`src/rtl/cpu_pkg.sv`:
```
// rtl/cpu_pkg.sv - shared widths, types and writeback select encodings
package cpu_pkg;

  localparam int DATA_WIDTH = 16;
  localparam int ADDR_WIDTH = 4;

  typedef logic [DATA_WIDTH-1:0] word_t;
  typedef logic [ADDR_WIDTH-1:0] reg_idx_t;

  // Writeback result source select
  localparam logic WB_SEL_MEM  = 1'b1;
  localparam logic WB_SEL_CALC = 1'b0;

endpackage

```
`src/rtl/regfile_read_port.sv`:
```
// rtl/regfile_read_port.sv - one register file read port with zero-register and write bypass
//
// Ports:
//   i_index          register index being read
//   i_array_word     array contents at i_index
//   i_write_en       effective write this cycle (already excludes suppressed writes)
//   i_rd             destination of the in-flight write
//   i_writeback_data value being written this cycle
//   o_data           resolved read data
module regfile_read_port #(
  parameter int DATA_WIDTH  = 16,
  parameter int ADDR_WIDTH  = 4,
  parameter bit ZERO_REG_EN = 1'b1
) (
  input  logic [ADDR_WIDTH-1:0] i_index,
  input  logic [DATA_WIDTH-1:0] i_array_word,
  input  logic                  i_write_en,
  input  logic [ADDR_WIDTH-1:0] i_rd,
  input  logic [DATA_WIDTH-1:0] i_writeback_data,
  output logic [DATA_WIDTH-1:0] o_data
);

  // Zero register outranks bypass, bypass outranks the stored value.
  always_comb begin
    o_data = i_array_word;
    if (ZERO_REG_EN && (i_index == '0)) begin
      o_data = '0;
    end else if (i_write_en && (i_index == i_rd)) begin
      o_data = i_writeback_data;
    end
  end

endmodule

```
`src/rtl/writeback_register_file.sv`:
```
// rtl/writeback_register_file.sv - writeback result select and 16-entry general register file
//
// Ports:
//   clk, reset                             clock, synchronous active-high reset
//   wre_writeback                          write request from writeback stage
//   select_writeback_data_mux_writeback    1 = memory data, 0 = calculated data
//   rd_writeback                           destination register
//   data_from_memory_writeback             load data
//   calc_data_writeback                    ALU result
//   rs1_decode, rs2_decode                 decode read indices
//   debug_addr                             debug read index
//   rs1_data, rs2_data                     decode read data (with same-cycle bypass)
//   debug_data                             debug read data (no bypass)
//   writeback_data                         selected writeback value (combinational)
//   writeback_commit                       pulse: a write committed on the previous edge
module writeback_register_file #(
  parameter int DATA_WIDTH  = cpu_pkg::DATA_WIDTH,
  parameter int ADDR_WIDTH  = cpu_pkg::ADDR_WIDTH,
  parameter bit ZERO_REG_EN = 1'b1
) (
  input  logic                  clk,
  input  logic                  reset,
  input  logic                  wre_writeback,
  input  logic                  select_writeback_data_mux_writeback,
  input  logic [ADDR_WIDTH-1:0] rd_writeback,
  input  logic [DATA_WIDTH-1:0] data_from_memory_writeback,
  input  logic [DATA_WIDTH-1:0] calc_data_writeback,
  input  logic [ADDR_WIDTH-1:0] rs1_decode,
  input  logic [ADDR_WIDTH-1:0] rs2_decode,
  input  logic [ADDR_WIDTH-1:0] debug_addr,
  output logic [DATA_WIDTH-1:0] rs1_data,
  output logic [DATA_WIDTH-1:0] rs2_data,
  output logic [DATA_WIDTH-1:0] debug_data,
  output logic [DATA_WIDTH-1:0] writeback_data,
  output logic                  writeback_commit
);

  import cpu_pkg::WB_SEL_MEM;

  localparam int NUM_REGS = 2**ADDR_WIDTH;

  logic [DATA_WIDTH-1:0] r_regs [NUM_REGS];
  logic                  r_commit;
  logic                  w_write_en;

  assign writeback_data = (select_writeback_data_mux_writeback == WB_SEL_MEM) ?
                          data_from_memory_writeback : calc_data_writeback;

  // A write to the hardwired zero register is dropped entirely: no store,
  // no bypass, no commit pulse.
  assign w_write_en = wre_writeback & ~(ZERO_REG_EN & (rd_writeback == '0));

  always_ff @(posedge clk) begin
    if (reset) begin
      for (int i = 0; i < NUM_REGS; i++) begin
        r_regs[i] <= '0;
      end
      r_commit <= 1'b0;
    end else begin
      r_commit <= w_write_en;
      if (w_write_en) begin
        r_regs[rd_writeback] <= writeback_data;
      end
    end
  end

  assign writeback_commit = r_commit;

  regfile_read_port #(
    .DATA_WIDTH (DATA_WIDTH),
    .ADDR_WIDTH (ADDR_WIDTH),
    .ZERO_REG_EN(ZERO_REG_EN)
  ) u_rs1_port (
    .i_index         (rs1_decode),
    .i_array_word    (r_regs[rs1_decode]),
    .i_write_en      (w_write_en),
    .i_rd            (rd_writeback),
    .i_writeback_data(writeback_data),
    .o_data          (rs1_data)
  );

  regfile_read_port #(
    .DATA_WIDTH (DATA_WIDTH),
    .ADDR_WIDTH (ADDR_WIDTH),
    .ZERO_REG_EN(ZERO_REG_EN)
  ) u_rs2_port (
    .i_index         (rs2_decode),
    .i_array_word    (r_regs[rs2_decode]),
    .i_write_en      (w_write_en),
    .i_rd            (rd_writeback),
    .i_writeback_data(writeback_data),
    .o_data          (rs2_data)
  );

  // Debug view shows only committed state, so no bypass path here.
  assign debug_data = (ZERO_REG_EN && (debug_addr == '0)) ? '0 : r_regs[debug_addr];

endmodule

```
`config.mk`:
```
export PLATFORM = sky130hd
export DESIGN_NAME = writeback_register_file
export DESIGN_NICKNAME = d
export VERILOG_FILES = /design/src/rtl/cpu_pkg.sv /design/src/rtl/regfile_read_port.sv /design/src/rtl/writeback_register_file.sv
export SDC_FILE = /design/constraint.sdc
export NUM_CORES = 1
export LEC_CHECK = 0
export CAP_MARGIN = 15
export CORE_ASPECT_RATIO = 0.7
export CORE_MARGIN = 4
export CORE_UTILIZATION = 29
export CTS_BUF_LIST = sky130_fd_sc_hd__clkbuf_4
export DETAILED_ROUTE_END_ITERATION = 8
export GPL_TIMING_DRIVEN = 0
export SYNTH_ARGS = -nofsm -noshare
export SYNTH_HDL_FRONTEND = slang
export SYNTH_SLANG_ARGS = --single-unit
```
`constraint.sdc`:
```
create_clock -name clk -period 2.3 [get_ports clk]
set_input_delay 0.345 -clock clk [delete_from_list [all_inputs] [get_ports clk]]
set_output_delay 0.345 -clock clk [all_outputs]
set_load 0.005 [all_outputs]
```
* Word level (Yosys, flattened, before mapping) *
Memories as Yosys holds them, arrays and structs flattened.
Cells that the tools add are included.

storage, ports and cells
  bits in registers = 1
  bits of input ports = 52
  memory bits (writable) = 256
  bits in read-only memories = 0
  latch bits = 0
  memories = 1
  output and inout port bits = 65
  logic and storage cells = 27

cells by class
  $add $sub $neg = 0
  divide/modulo/power cells = 0
  multiply operators = 0
  equal/unequal tests = 2
  bitwise logic cells = 2
  muxes and demuxes = 14
  $lt $le $gt $ge = 0
  reduce and logical (&&, ||, !) cells = 7
  shift-type cells = 0

memories
  name    depth  bits a word  read ports  clocked after memory_dff  write ports  line                           RTL
  r_regs  16     16           3           0                         16           writeback_register_file.sv:42  logic [DATA_WIDTH-1:0] r_regs [NUM_REGS];

operators with widths
  cell                 count
  16-bit 2-to-1 mux    7
  4-bit zero test      4
  16-bit OR reduction  1
  4-bit == test        2
  1-bit 2-to-1 mux     6
  4-bit 2-to-1 mux     1
  1-bit logical AND    2
  1-bit bitwise AND    1
  1-bit inverter       1

* Logic depth before layout (Yosys ltp) *
Gate-level depths: netlist (run 1).

  depth in word-level cells = 8
  gate-level depth with buffers = 8
  mapped depth without buffers = 4

* Hierarchy *
A second synthesis (run 1) with hierarchy kept.

second synthesis, totals
  cell total of the unflattened synthesis = 1199
  area, all modules = 15847.7 um2

by module, submodules not included
  module                   sequential area each (um2)  area an instance (um2)  cells each  instances
  writeback_register_file  7707.4                      15014.4                 1071        1
  regfile_read_port        0.0                         416.6                   64          2

* Least setup slack after synthesis (run 1) *
OpenSTA, ideal clock, no wires.

  kind = input to output
  start = input port rs2_decode[0]
  end = output port rs2_data[1]
  path slack = 0.263 ns
  stages on the path = 5
  data arrival time = 1.692 ns
  buffers on the path = 2
  required time = 1.955 ns
  cell sequence = buf_2 -> buf_2 -> mux4_2 -> a211oi_1 -> a31oi_1

on the way
  word-level cells in the longest chain between the ends = 4
  elaborated cells between the ends (all ways) = 6
  classes of those cells = eq/ne: 1; mux: 2; reduce/logical: 2; memory: 1

RTL lines
  what                                                                        line                           RTL
  from (decl)                                                                 writeback_register_file.sv:29  input logic [ADDR_WIDTH-1:0] rs2_decode,
  parallel branches: the longest is 3 deep, another holds memory 16 x 16 bit  --
  16-bit 2-to-1 mux (*)                                                       regfile_read_port.sv:26        if (ZERO_REG_EN && (i_index == '0)) begin
  to (decl)                                                                   writeback_register_file.sv:32  output logic [DATA_WIDTH-1:0] rs2_data,

Every way passes the cells marked *.

==> reports/results.ini, run 1 <==
[outcome]
outcome=complete, but fails checks
violations=negative setup slack

[die]
core-area_sq_mm=0.05401
io_pins=117
initial_core_util=0.2946
die_area_sq_mm=0.05874
die_w_um=288.0
chipHeight_um=204.0
rows=71

[drt]
first_pass_iters=5
drc=0
viasPerCell=5.877
wl_per_cell_um=28.16
route.vias.total=13480
drtAntennaViolNets=0
drt_wl_total_mm=64.59
drtIter0Drc=1900

[synth]
synth_edf_count=256
synthCells=1264
synth.mux.area_fraction=0.2718
synth.distinct_cells=43
async_flop_share=0
synth_top_family_by_area=multiplexers
synth_flop_cell=edfxtp_1
avgSynthCellArea_sq_um=12.59
synthXorXnorAreaFrac=0.004403
ys_ff_latch=257
ys_seq_area_frac=0.4844
synth-simple-area-share=0.09255
yosys_warnings=0
synth_compound_area_frac=0.09726
netlist_area_sq_mm=0.01591
yosys.area_share.adder=0

[power]
vdd_drop_max_mv=0.2985
p_per_area_mw_per_mm2=623.1
power.leakage_nw=7.452

[clock_network]
cts_made_buffers=67
cts_buffer_depth=3
htree_levels=3
cts_tree=built
cts_sinks=257
cts_root_buf=clkbuf_4
hold_buffers=0
clk_pin_slew_ns=0.09

[final_layout]
fillCellCount=5330
final-seq-area_sq_mm=0.007707
drive_gt1_frac=0.3752
layout_common_cells=256 x edfxtp_1, 243 x nor2_1, 155 x mux2i_1, 109 x mux4_2, 102 x clkbuf_4
multi_input_comb_area_sq_mm=0.008543
final_common_cell=edfxtp_1
final_util=0.3764
fin_nets=1573
area_growth_pct=27.77

[placement]
place_ws_ns=-1.603
io_buffers=104
routabilityCongestion=0.9696
dp_hpwl_mm=49.53

[timing]
drv_slew=0
finalSetupViolations=64
worstMarginPinSlew_ns=1.189
max_slew_margin=0.2073
hold_viol_final=0
fmax_mhz=349.6
period_needed_ns=2.860
fin_crit_sh=1.244
grt_setup_unrepaired=true
fin_ws_ns=-0.5605

[setup_path]
cp_max_fo=3
critPathArrivalTime_ns=2.52
cp.required_ns=1.96
worst_path_max_delay_cell=mux4_2
cpPeakStageDelay_ns=0.49
start_kind=flop
critical_path_class=reg -> out
worstPathCellList=mux4_2 -> mux2_4 -> a211oi_4 -> a21oi_2 -> buf_2
cp-end-kind=output pin

[grt]
grt_usage=0.2168
grt-ovfl-total=0
grt_pass1_vias=13430
grt_pass1_wl_mm=91.72
antenna_found_initial=8
grt_start_max_net_pins=17

[worst_hold_path]
hold_depth=3
hold_path_class=in -> reg

[run]
maxCapViolCount=0

==> power breakdown <==
| part | switching, mW | internal [mW] | total, mW | leakage [nW] |
|---|---|---|---|---|
| Clock | 2.08 | 2.03 | 4.12 | 0.487 |
| Combinational | 1.65 | 1.26 | 2.91 | 4.51 |
| Sequential | 0.207 | 5.44 | 5.65 | 2.45 |
| Total | 3.94 | 8.73 | 12.7 | 7.45 |
==> flip-flops by register name (all words and copies together) (netlist names) <==
register          cells
r_regs              256
writeback_commit      1
==> metal layers <==
| metal | track usage | vias to the layer above | wire length (um) |
|---|---|---|---|
| met5 | 0 | - | 7 |
| met4 | 0.05855 | 2 | 1746 |
| met3 | 0.07938 | 120 | 8730 |
| met2 | 0.2930 | 991 | 25710 |
| met1 | 0.3235 | 6853 | 28400 |
| li1 | - | 5516 | - |
==> cells in the mapped netlist (8+ instances only) <==
cell	number	area, sq um
a31oi_1	31	193.9
a22o_1	8	70.07
o31ai_1	32	240.2
and3_1	8	50.05
mux4_2	104	2342
mux2i_1	176	1762
buf_2	51	255.2
mux4_1	8	210.2
buf_4	11	82.58
a21oi_1	9	45.04
inv_1	17	63.81
a221oi_1	8	70.07
o22ai_1	64	400.4
nand2b_1	15	93.84
a22oi_1	17	127.6
a221o_1	8	80.08
nand3_1	19	95.09
nand2_1	26	97.59
xnor2_1	8	70.07
edfxtp_1	256	7687
nor2_1	245	919.6
a211oi_1	39	292.8
clkbuf_1	57	214.0
==> stage by stage <==
step	total power, mW	hold WS (ns)	cell area [sq um]	std cells	setup TNS, ns
final	12.67	0.06048	20330	2294	-16.73
after global routing	13.08	0.06555	20330	2294	-19.55
after CTS	12.52	0.1874	20090	2284	-16.23
after detailed placement	8.212	1.054	17940	2114	-289.76
after global placement	8.176	1.062	17920	2113	-273.19
after floorplan	7.035	0.6292	15970	1279	0
==> logic make-up after synthesis <==
family | after synthesis
mux | 289
simple gates | 341
compound gates | 217
xor+xnor | 8
other cells | 1
buf+inv | 151
flops | 257
==> path summary, 6_finish.rpt <==
check                          from                           to  slack (ns)
max    r_regs[15][14]$_SDFFCE_PN0P_                 rs1_data[14]       -0.56
min         calc_data_writeback[11]  r_regs[3][11]$_SDFFCE_PN0P_        0.06
==> final cells by class <==
class                           count  area share
Antenna cell                        2   0.0002462
Buffer                            130     0.04511
Clock buffer                       97     0.03582
Clock inverter                     13    0.003815
Inverter                           17    0.003323
Multi-Input combinational cell    871      0.4202
Sequential cell                   257      0.3791
Tap cell                          730     0.04492
Timing Repair Buffer              177     0.06751
==> critical path, delay by kind of cell, from the launching register on <==
family                 cells  cell delay [ns]
AO/OA/AOI/OAI              2             0.38
buffers and inverters      1             0.15
flip-flops                 1             0.45
multiplexers               2             0.78
==> timing repair <==
| item | 4_1_cts | 5_1_grt |
|---|---|---|
| hold endpoints to repair | 0 | 0 |
| gates resized for setup | 442 | 41 |
| pin swaps | 104 | 15 |
| setup buffers | 63 | 10 |
| endpoints found under the setup margin | 134 | 123 |
(Power assumes the default switching activity.)
==> run 2: changes to the inputs <==
--- a/config.mk
+++ b/config.mk
@@ -8,10 +8,12 @@
 export CAP_MARGIN = 15
 export CORE_ASPECT_RATIO = 0.7
 export CORE_MARGIN = 4
-export CORE_UTILIZATION = 29
+export CORE_UTILIZATION = 60
 export CTS_BUF_LIST = sky130_fd_sc_hd__clkbuf_4
 export DETAILED_ROUTE_END_ITERATION = 8
 export GPL_TIMING_DRIVEN = 0
+export PLACE_DENSITY = 0.81
+export SLEW_MARGIN = 40
 export SYNTH_ARGS = -nofsm -noshare
 export SYNTH_HDL_FRONTEND = slang
 export SYNTH_SLANG_ARGS = --single-unit
==> run 2 against run 1 <==
Net effect:
- the run still ends with negative setup slack left
- sequential share of layout area increased by 0.78 points
- die area shrank 50%
- worst setup slack gained 0.098 ns
- clock-buffer cell count decreased by 2
- clock power decreased by 5.3%
- critical path depth is 1 lower
- worst hold slack better by 0.20 ns
- cell count down 15%
- core utilization increased by 39 points
- largest power group unchanged
==> reports/results.ini, run 2 (synthesis results as in run 1) <==
[grt]
grt_usage=0.4100  ; +0.1933
grt_start_max_net_pins=17  ; unchanged
antenna_found_initial=2  ; -6
grt_pass1_wl_mm=87.57  ; -4.5%
grt-ovfl-total=0  ; unchanged
grt_pass1_vias=13950  ; +3.9%

[final_layout]
fillCellCount=1653  ; -69%
fin_nets=1600  ; +1.7%
drive_gt1_frac=0.3881  ; +0.01289
final_common_cell=edfxtp_1
final-seq-area_sq_mm=0.007707  ; unchanged
area_growth_pct=25.19
largest_reg_flops=256  ; unchanged
layout_common_cells=256 x edfxtp_1, 243 x nor2_1, 151 x mux2i_1, 113 x buf_4, 108 x mux4_2
stdcell_count=1948  ; -15%
largest_register=r_regs
multi_input_comb_area_sq_mm=0.008456  ; -1.0%

[power]
vdd_drop_max_mv=0.5600  ; +88%
power.leakage_nw=7.548  ; +1.3%
p_per_area_mw_per_mm2=622.5  ; -0.10%
power.total_mw=12.40  ; -2.1%

[placement]
dp_hpwl_mm=43.00  ; -13%
placed_cells=1740  ; -18%
routabilityCongestion=1.018  ; +5.0%
place_ws_ns=-1.324  ; +0.2789 ns
io_buffers=104  ; unchanged

[setup_path]
start_kind=flop
cp.required_ns=1.96  ; about the same
cp-end-kind=output pin
critPathArrivalTime_ns=2.42  ; -0.10 ns
cp_max_fo=2  ; -1
critical_path_class=reg -> out
crit_path_start=r_regs[6][14]$_SDFFCE_PN0P_

[clock_network]
cts_root_buf=clkbuf_4
htree_levels=3  ; unchanged
clk_pin_slew_ns=0.07  ; -0.02 ns
cts_tree=built
cts_sinks=257  ; unchanged
cts_buffer_depth=3  ; unchanged
cts_made_buffers=67  ; unchanged

[run]
maxCapViolCount=0  ; unchanged

[drt]
drt-met1-wl_mm=21.03  ; -26%
routed.top_layer=met5
wl_per_cell_um=31.09  ; +10%
first_pass_iters=8  ; +3
viasPerCell=7.291  ; +24%
drt_wl_total_mm=60.56  ; -6.2%
drtAntennaViolNets=0  ; unchanged
route.vias.total=14200  ; +5.3%
routed-wl-met3_mm=9.022  ; +3.3%
wl_met2_mm=25.84  ; +0.49%
drtIter0Drc=2661  ; +40%
drc=0  ; unchanged

[timing]
hold_viol_final=0  ; unchanged
tns_ns=-16.47  ; +0.2638 ns
finalSetupViolations=95  ; +48%
drv_slew=0  ; unchanged
worstMarginPinSlew_ns=0.8388  ; -0.3503 ns
period_needed_ns=2.762  ; -0.09835 ns
fin_crit_sh=1.201  ; -0.04276
fin_ws_ns=-0.4621  ; +0.09835 ns
fmax_mhz=362.0  ; +3.6%
max_slew_margin=0.4408  ; +0.2335
grt_setup_unrepaired=true

[outcome]
violations=negative setup slack
outcome=complete, but fails checks

[die]
rows=49  ; -31%
io_pins=117  ; unchanged
initial_core_util=0.6150  ; +0.3204
core-area_sq_mm=0.02587  ; -52%
die_area_sq_mm=0.02923  ; -50%
die_w_um=202.6  ; -30%
chipHeight_um=144.3  ; -29%

[worst_hold_path]
hold_path_class=in -> reg
min_from=select_writeback_data_mux_writeback

[run 2: power breakdown]
group / switching (mW) / internal, mW
Clock: 2.01 / 1.89
Sequential: 0.216 / 5.44
Combinational: 1.58 / 1.26
[run 2: repair_timing]
item	in CTS	in global routing
cloned	0	0
resized for setup	405	57
hold buffers	0	0
setup buffers	90	10
setup endpoints to repair	110	54
pin swaps	98	15
[run 2: metal layers]
metal,GRT usage,up-vias
met4,0.2563,2
li1,-,5559
met2,0.6044,1498
met1,0.5527,6804
met5,0,-
met3,0.1078,340
[run 2: worst max-delay path, stage by stage (launching register included)]
cell and delay [ns]:
edfxtp_1 0.41, mux4_2 0.54, a22o_1 0.20, a221o_1 0.41, buf_2 0.16
[run 2: final timing paths]
kind                          to  slack (ns)  depth (start not counted)
max               debug_data[14]       -0.46                          4
min   r_regs[4][0]$_SDFFCE_PN0P_        0.26                          3
[run 2: layout make-up]
type,count,share of cell area
multi-input combinational,871,0.4244
sequential,257,0.3869
timing repair buffer,204,0.07863
buffer,130,0.04541
clock buffer,95,0.03580
tap,357,0.02242
inverter,17,0.003203
clock inverter,16,0.003078
antenna,1,0.0001256
[run 2: metrics by stage]
step,instance area (sq um),util,hold WS (ns)
2_1_floorplan,15970,-,0.6292
4_1_cts,19620,0.7582,0.3208
3_3_place_gp,17460,0.6747,1.043
5_1_grt,19920,0.7700,0.2805
6_report,19920,0.7700,0.2591
3_5_place_dp,17480,0.6757,1.050
==> run 3: changes to the inputs <==
--- a/config.mk
+++ b/config.mk
@@ -8,11 +8,11 @@
 export CAP_MARGIN = 15
 export CORE_ASPECT_RATIO = 0.7
 export CORE_MARGIN = 4
-export CORE_UTILIZATION = 60
+export CORE_UTILIZATION = 61
 export CTS_BUF_LIST = sky130_fd_sc_hd__clkbuf_4
 export DETAILED_ROUTE_END_ITERATION = 8
 export GPL_TIMING_DRIVEN = 0
-export PLACE_DENSITY = 0.81
+export PLACE_DENSITY = 0.83
 export SLEW_MARGIN = 40
 export SYNTH_ARGS = -nofsm -noshare
 export SYNTH_HDL_FRONTEND = slang
==> run 3 against run 2 <==
Net effect:
- the run still ends with negative setup slack left
- first-iteration DRC count increased by 1.6%
- wire length shrank 0.82%
- combinational power barely moved
- non-clock buffer count down 9
- sequential cell count unchanged
- critical path type unchanged
- critical endpoint unchanged
==> reports/results.ini, run 3 (synthesis results as in run 1) <==
[outcome]
outcome=complete, but fails checks
violations=negative setup slack

[timing]
worstMarginPinSlew_ns=0.8625  ; +0.02367 ns
fmax_mhz=361.7  ; about the same
fin_crit_sh=1.202  ; about the same
max_slew_margin=0.4250  ; -0.01578
grt_setup_unrepaired=true
fin_ws_ns=-0.4649  ; -0.002747 ns
period_needed_ns=2.765  ; +0.002747 ns
finalSetupViolations=49  ; -48%
hold_viol_final=0  ; unchanged
drv_slew=0  ; unchanged

[power]
p_per_area_mw_per_mm2=627.9  ; +0.86%
vdd_drop_max_mv=0.7578  ; +35%
power.leakage_nw=7.487  ; -0.80%
power.total_mw=12.44  ; +0.33%

[setup_path]
critical_path_class=reg -> out
worstPathCellList=mux4_2 -> a22o_1 -> a221o_1 -> buf_2
cpPeakStageDelay_ns=0.52  ; -0.02 ns
crit_family=compound AO/OA/AOI/OAI gates
worst_path_max_delay_cell=mux4_2
cp_max_fo=2  ; unchanged
start_kind=flop
critPathArrivalTime_ns=2.42  ; about the same
cp-end-kind=output pin
cp.required_ns=1.96  ; about the same
worst-path-buf-inv=1  ; unchanged

[final_layout]
fin_nets=1591  ; -0.56%
largest_register=r_regs
stdcell_count=1908  ; -2.1%
area_growth_pct=24.53
fillCellCount=1549  ; -6.3%
drive_gt1_frac=0.3813  ; -0.006705
multi_input_comb_area_sq_mm=0.008451  ; about the same
final_common_cell=edfxtp_1
final-seq-area_sq_mm=0.007707  ; unchanged
largest_reg_flops=256  ; unchanged
layout_common_cells=256 x edfxtp_1, 243 x nor2_1, 156 x mux2i_1, 110 x mux4_2, 104 x buf_4

[die]
rows=49  ; unchanged
die_area_sq_mm=0.02878  ; -1.6%
core-area_sq_mm=0.02569  ; -0.71%
io_pins=117  ; unchanged
die_w_um=201.0  ; -0.79%
chipHeight_um=143.1  ; -0.78%
initial_core_util=0.6195  ; +0.004404

[grt]
grt_pass1_wl_mm=87.44  ; -0.15%
grt_use_met2=0.6177  ; +0.01329
grt_use_met3=0.09557  ; -0.01225
antenna_found_initial=1  ; -1
grt_use_met1=0.5642  ; +0.01152
grt-ovfl-total=0  ; unchanged
grt_usage=0.4125  ; +0.002506
grt_start_max_net_pins=17  ; unchanged
grt_pass1_vias=13830  ; -0.85%
grt_busiest_layer=met2

[run]
maxCapViolCount=0  ; unchanged

[placement]
routabilityCongestion=1.015  ; -0.27%
io_buffers=104  ; unchanged
placed_cells=1714  ; -1.5%
dp_hpwl_mm=43.03  ; about the same

[clock_network]
cts_root_buf=clkbuf_4
cts_made_buffers=67  ; unchanged
htree_levels=3  ; unchanged
cts_tree=built
cts_buffer_depth=3  ; unchanged
cts_sinks=257  ; unchanged
clk_pin_slew_ns=0.07  ; about the same

[drt]
wl_per_cell_um=31.48  ; +1.3%
drtAntennaViolNets=0  ; unchanged
route.vias.total=14190  ; -0.063%
viasPerCell=7.439  ; +2.0%
drt_wl_total_mm=60.07  ; -0.82%
drc=0  ; unchanged
first_pass_iters=9  ; +1
drtIter0Drc=2703  ; +1.6%

[worst_hold_path]
hold_path_class=in -> reg

-- run 3: cell types whose count changed in the layout (fill, tap and decap cells not counted), sizes merged --
cell / before / now
dlymetal6s2s: 1 / 0
bufinv: 0 / 2
clkinvlp: 0 / 1
clkinv: 14 / 12
inv: 19 / 20
buf: 220 / 213
clkdlybuf4s15: 1 / 0
dlygate4sd2: 3 / 2
clkbuf: 153 / 147
-- run 3: worst min-delay path, stage by stage --
cell and delay (ns):
clkbuf_4 0.25, mux2i_4 0.15, nor2_1 0.11
-- run 3: metal layers --
layer | wire (um) | up-vias
li1 | - | 5540
met1 | 21100 | 6813
met2 | 25770 | 1509
met3 | 8733 | 332
met4 | 4465 | 0
met5 | 0 | -
-- run 3: power breakdown --
part           internal [mW]  switching, mW
logic                   1.25           1.57
clock network           1.99           1.97
registers               5.44          0.224
total                   8.69           3.76
-- run 3: what timing repair did --
item                                    in CTS  in global routing
gates resized for setup                    416                 33
pin swaps                                   98                 15
setup buffers                               79                 14
endpoints found under the setup margin      96                 56
hold buffers                                 0                  0
-- run 3: final timing paths --
check                                                from  depth (start not counted)                          to  slack [ns]
worst min-delay path  select_writeback_data_mux_writeback                          3  r_regs[5][0]$_SDFFCE_PN0P_        0.27
worst max-delay path          r_regs[7][14]$_SDFFCE_PN0P_                          4              debug_data[14]       -0.46
-- run 3: area by class of cell --
cell class	instances	area share
Clock buffer	88	0.03334
Buffer	129	0.04540
Sequential cell	257	0.3889
Multi-Input combinational cell	871	0.4264
Timing Repair Buffer	196	0.07539
Clock inverter	18	0.006251
Inverter	17	0.003220
Antenna cell	1	0.0001263
Tap cell	331	0.02090
-- run 3: metrics by stage --
stage                     TNS (ns)  hold WS, ns    util  setup slack [ns]  instance area (sq um)
after floorplan                  0       0.6292       -            0.2629                  15970
after global placement     -223.25        1.039  0.6783            -1.288                  17420
after detailed placement   -206.81        1.068  0.6792            -1.313                  17450
after CTS                   -12.10       0.3283  0.7629           -0.4421                  19600
after global routing        -14.72       0.2298  0.7714           -0.4973                  19820
final                       -13.02       0.2677  0.7714           -0.4649                  19820
